==> config.mk <==
export PLATFORM = sky130hd
export DESIGN_NAME = word_serializer
export DESIGN_NICKNAME = d
export VERILOG_FILES = /design/src/rtl/word_serializer.sv
export SDC_FILE = /design/constraint.sdc
export NUM_CORES = 1
export LEC_CHECK = 0
export ABC_AREA = 1
export CELL_PAD_IN_SITES_DETAIL_PLACEMENT = 1
export CELL_PAD_IN_SITES_GLOBAL_PLACEMENT = 1
export CORE_UTILIZATION = 30
export DETAILED_ROUTE_END_ITERATION = 16
export HOLD_SLACK_MARGIN = 0.12
export PLACE_DENSITY_LB_ADDON = 0.3
export SETUP_SLACK_MARGIN = 0.15
export SLEW_MARGIN = 20
export SYNTH_ARGS = -nofsm -noshare
export SYNTH_HDL_FRONTEND = slang
export SYNTH_SLANG_ARGS = --single-unit
==> constraint.sdc <==
create_clock -name clk -period 4.5 [get_ports clk]
set_input_delay 0.9 -clock clk [delete_from_list [all_inputs] [get_ports clk]]
set_output_delay 0.9 -clock clk [all_outputs]
set_load 0.02 [all_outputs]
==> src/rtl/word_serializer.sv <==
// ----------------------------------------------------------------------------
// word_serializer
//
// Accepts one WORD_WIDTH-bit word per valid/ready handshake. It emits the word
// as NBYTES symbols of BYTE_WIDTH bits over a valid/ready byte stream. The
// order is MSB-first or LSB-first, chosen by MSB_FIRST. The block keeps a
// 16-bit wrapping count of fully emitted words.
//
// Ports:
//   clk         single clock, all state changes on posedge
//   reset       asynchronous, active-high; clears all state immediately
//   in_valid    upstream word valid
//   in_ready    block can accept a word (combinational, IDLE only)
//   in_data     word to serialize, sampled on in_valid && in_ready
//   out_valid   out_data holds a valid byte (registered)
//   out_ready   downstream accepts the byte
//   out_data    current byte (registered, held while out_valid is low)
//   out_last    high with the final byte of a word (registered)
//   busy        a word is in flight (state != IDLE)
//   word_count  number of completed words, wraps 0xFFFF -> 0x0000
//
// WORD_WIDTH must be an integer multiple of BYTE_WIDTH.
// ----------------------------------------------------------------------------
module word_serializer #(
    parameter int WORD_WIDTH = 32,
    parameter int BYTE_WIDTH = 8,
    parameter int MSB_FIRST  = 1
) (
    input  logic                  clk,
    input  logic                  reset,
    input  logic                  in_valid,
    output logic                  in_ready,
    input  logic [WORD_WIDTH-1:0] in_data,
    output logic                  out_valid,
    input  logic                  out_ready,
    output logic [BYTE_WIDTH-1:0] out_data,
    output logic                  out_last,
    output logic                  busy,
    output logic [15:0]           word_count
);

    localparam int NBYTES = WORD_WIDTH / BYTE_WIDTH;
    localparam int IDX_W  = (NBYTES > 1) ? $clog2(NBYTES) : 1;
    localparam logic [IDX_W-1:0] LAST_IDX = IDX_W'(NBYTES - 1);

    typedef enum logic [7:0] {
        IDLE = 8'd0,
        SEND = 8'd1
    } state_t;

    state_t                fsm_state;
    state_t                state_nxt;
    logic [WORD_WIDTH-1:0] shift_reg;
    logic [WORD_WIDTH-1:0] shift_nxt;
    logic [WORD_WIDTH-1:0] shifted;
    logic [IDX_W-1:0]      byte_idx;
    logic [IDX_W-1:0]      idx_nxt;
    logic [IDX_W-1:0]      idx_inc;
    logic                  out_valid_nxt;
    logic                  out_last_nxt;
    logic [BYTE_WIDTH-1:0] out_data_nxt;
    logic                  count_inc;

    // The byte to emit always sits at the "emitted end" of the shift register,
    // so both the first byte and every later byte come from the same slice.
    function automatic logic [BYTE_WIDTH-1:0] head_byte(input logic [WORD_WIDTH-1:0] w);
        if (MSB_FIRST != 0)
            return w[WORD_WIDTH-1 -: BYTE_WIDTH];
        else
            return w[BYTE_WIDTH-1:0];
    endfunction

    assign in_ready = (fsm_state == IDLE);
    assign busy     = (fsm_state != IDLE);

    // Next-state and next-output logic.
    always_comb begin
        // NOTE: every signal gets a default before the case so no path leaves
        // it unassigned; otherwise synthesis infers a latch.
        state_nxt     = fsm_state;
        shift_nxt     = shift_reg;
        idx_nxt       = byte_idx;
        out_valid_nxt = out_valid;
        out_data_nxt  = out_data;
        out_last_nxt  = out_last;
        count_inc     = 1'b0;
        shifted       = (MSB_FIRST != 0) ? (shift_reg << BYTE_WIDTH)
                                         : (shift_reg >> BYTE_WIDTH);
        idx_inc       = byte_idx + 1'b1;

        case (fsm_state)
            IDLE: begin
                if (in_valid && in_ready) begin
                    shift_nxt     = in_data;
                    idx_nxt       = '0;
                    out_valid_nxt = 1'b1;
                    out_data_nxt  = head_byte(in_data);
                    out_last_nxt  = (NBYTES == 1);
                    state_nxt     = SEND;
                end
            end
            SEND: begin
                // out_valid is always high in SEND, so out_ready alone marks
                // the handshake; outputs hold otherwise (no retraction).
                if (out_ready) begin
                    if (byte_idx == LAST_IDX) begin
                        out_valid_nxt = 1'b0;
                        out_last_nxt  = 1'b0;
                        count_inc     = 1'b1;
                        state_nxt     = IDLE;
                    end else begin
                        shift_nxt     = shifted;
                        idx_nxt       = idx_inc;
                        out_data_nxt  = head_byte(shifted);
                        out_last_nxt  = (idx_inc == LAST_IDX);
                    end
                end
            end
            default: begin
                state_nxt     = IDLE;
                out_valid_nxt = 1'b0;
                out_last_nxt  = 1'b0;
            end
        endcase
    end

    // State register.
    always_ff @(posedge clk or posedge reset) begin
        // NOTE: non-blocking assignments let all registers update together
        // from the values sampled at the same edge.
        if (reset) begin
            fsm_state <= IDLE;
            shift_reg <= '0;
            byte_idx  <= '0;
            out_valid <= 1'b0;
            out_data  <= '0;
            out_last  <= 1'b0;
        end else begin
            fsm_state <= state_nxt;
            shift_reg <= shift_nxt;
            byte_idx  <= idx_nxt;
            out_valid <= out_valid_nxt;
            out_data  <= out_data_nxt;
            out_last  <= out_last_nxt;
        end
    end

    // Completed-word counter; wraps naturally at 16 bits.
    always_ff @(posedge clk or posedge reset) begin
        if (reset)
            word_count <= '0;
        else if (count_inc)
            word_count <= word_count + 16'd1;
    end

endmodule

==> results_dict.tcl <==
set metrics [dict create \
    status "finished clean" \
    irDropWorstVdd_mv 0.148 \
    use_met1_pct 20.9 \
    fmax_mhz 363 \
    min_period_ns 2.75 \
    grt-busiest-layer "met2" \
    ant_nets 0 \
    synthesis.nets 350 \
    cts_setup_buffers 0 \
    ctsResizeCount 0 \
    drcViolationCount 0 \
    synth_ff_type "dfrtp_1" \
    setup_tns_ns 0 \
    antenna_found_initial 0 \
    hold_viol 0 \
    synth.area.top_cells "dfrtp_1 (50%), nand2_1 (18%), o211ai_1 (5.5%), or2_2 (3.4%), buf_6 (3.0%)" \
    internal_power_mw 1.06 \
    drt_wl_total_um 6330 \
    vias 2181 \
    post-place-ws_ns 1.37 \
    fin_area_um2 3370 \
    hpwl_um 4600 \
    switchingPower_uw 645 \
    gp_congestion 0.741 \
    synth_top_area_cell "dfrtp_1" \
    drtPass1Iterations 4 \
    grtUsageMet3_pct 2.90 \
    grt_pass1_vias 2198 \
    crit_path_max_fanout 30 \
    first_iter_violations 68 \
    clock_sinks 52 \
    synth_cells 311 \
    io_pins 64 \
    post-route-util_pct 40.6 \
    holdWs_ns 0.478 \
    synth.most_common_cell "nand2_1" \
    crit_type "input pin to flop" \
    grt_usage_pct 15.5 \
    nFillCells 985 \
    drive_gt1_share_pct 9.76 \
    area_growth_pct 29.7 \
    grt_overflow 0 \
    cts_buffer_depth 2 \
    synth_top_area_share_pct 50.1 \
    setup_ws_ns 1.75 \
    fin_skew_ns 0.00960 \
    yosys-top-cells-count "nand2_1 (124), dfrtp_1 (52), inv_1 (20), o211ai_1 (19), nor2_1 (18)" \
    dieArea_um2 9030 \
    post_dp_cell_area_um2 3250 \
    grt_max_degree 44 \
    p_per_area_nw_per_um2 507 \
    async_flop_share_pct 100 \
    netSwitchingFraction_pct 37.8 \
    die-width_um 95.0 \
    layout.nets 407 \
    synth_seq_area_share_pct 50.1 \
    rsz0062_at_grt "false" \
    setup_viol 0 \
    htreeDepth 2 \
    worstPathRequired_ns 4.73 \
    startpoint_type "input pin" \
    maxSlewViolCount 0 \
    power_frac_clock_pct 19.0 \
    worstSetupEndpointType "flop" \
    crit_arrival_ns 2.98 \
    rows 33 \
    maxCapViolCount 0 \
    power.leakage_nw 1.63 \
    cts-buffers-inserted 5 \
    syn-cell-area_um2 2590 \
    pwr-share-seq_pct 40.3 \
    worstMarginPinSlew_ns 0.928 \
    combPwrFrac_pct 40.7 \
    relSlewSlack_pct 38.0 \
    yosys_warnings 0 \
    die_y_um 95.0 \
    cts_tree "yes" \
    viasPerCell 4.60 \
    routedWlPerCell_um 13.4 \
    numPortBuffers 63 \
    clkLatencyLatePin_ns 0.30 \
    synth.avg_cell_area_um2 8.34 \
    coreArea_um2 8300 \
    cts_hold_buf 0 \
    final.period_utilization_pct 61.2 \
    cts.clk_slew.worst_paths_ns 0.09 \
    antenna_cells 0 \
    met2_usage_pct 26.0 \
    synth_edf_count 0 \
    largest_register_ffs 24 \
    initial_core_util_pct 31.3 \
    synth-seq-cells 52 \
    synth_cell_types 26 \
    clockRootBuffer "clkbuf_8" \
    grt_pass1_wl_um 10800 \
    hold_path_class "flop to flop" \
]
==> cell type report <==
cell class              count  area [µm²]  share of cell area [%]
repair buffers             65         646                    19.2
well taps                 105         131                    3.90
multi-input cells         222        1090                    32.5
clock inverters             3        42.5                    1.26
inverters                  22        82.6                    2.45
clock buffers               5        68.8                    2.04
flip-flops and latches     52        1300                    38.7
==> cell usage in the layout, fill, tap and decap left out, drive strengths merged <==
| cell type | instances |
|---|---|
| o211ai | 19 |
| o21ai | 11 |
| buf | 2 |
| ha | 3 |
| nand3b | 1 |
| nand2 | 128 |
| nor2 | 20 |
| inv | 22 |
| or2 | 14 |
| clkinvlp | 1 |
| xnor2 | 4 |
| bufinv | 1 |
| nand3 | 15 |
| nor3 | 1 |
| clkinv | 1 |
| xor2 | 4 |
| clkdlybuf4s50 | 63 |
| dfrtp | 52 |
| nand4 | 2 |
| clkbuf | 5 |
==> logic make-up after synthesis <==
logic type | count (synthesis) | synth area share, %
simple gates | 181 | 30.1
flops | 52 | 50.1
buf+inv | 37 | 7.71
xor+xnor | 8 | 2.70
fa+ha+maj | 3 | 1.45
compound gates | 30 | 7.91
==> final timing paths <==
path / start / to / slack (ns) / cells past startpoint
max: in_valid / out_data[3] / 1.75 / 7
min: shift_reg[7] / shift_reg[7] / 0.48 / 2
max reg2reg: out_valid / out_data[3] / 2.18 / 7
min reg2reg: shift_reg[7] / shift_reg[7] / 0.48 / 2
max in group asynchronous: reset / byte_idx[1] / 2.68 / 3
min in group asynchronous: reset / word_count[10] / 1.12 / 2
==> stage by stage <==
| step | instances | total power, mW |
|---|---|---|
| after global placement | 466 | 1.38 |
| after detailed placement | 466 | 1.41 |
| after CTS | 474 | 1.74 |
| after global routing | 474 | 1.85 |
| after floorplan | 311 | 1.20 |
| final | 474 | 1.71 |
==> power by group through the flow <==
stage	logic, mW	registers [mW]	clock network (mW)
2_1_floorplan	0.468	0.736	0
3_3_place_gp	0.688	0.691	0
3_5_place_dp	0.710	0.699	0
4_1_cts	0.712	0.690	0.335
5_1_grt	0.795	0.708	0.348
6_report	0.696	0.688	0.324
==> worst max-delay path, stage by stage <==
cell             delay (ns)
clkdlybuf4s50_1        0.74
nand2_4                0.09
nand2_2                0.08
nand2_2                0.33
inv_2                  0.55
o211ai_1               0.16
nand2_1                0.13
==> per-layer routing <==
layer | routed length [µm] | part of all wire, %
met4 | 45 | 0.71
met5 | 0 | 0
met3 | 209 | 3.3
met2 | 3000 | 47
met1 | 3080 | 49
(Power assumes the default switching activity.)
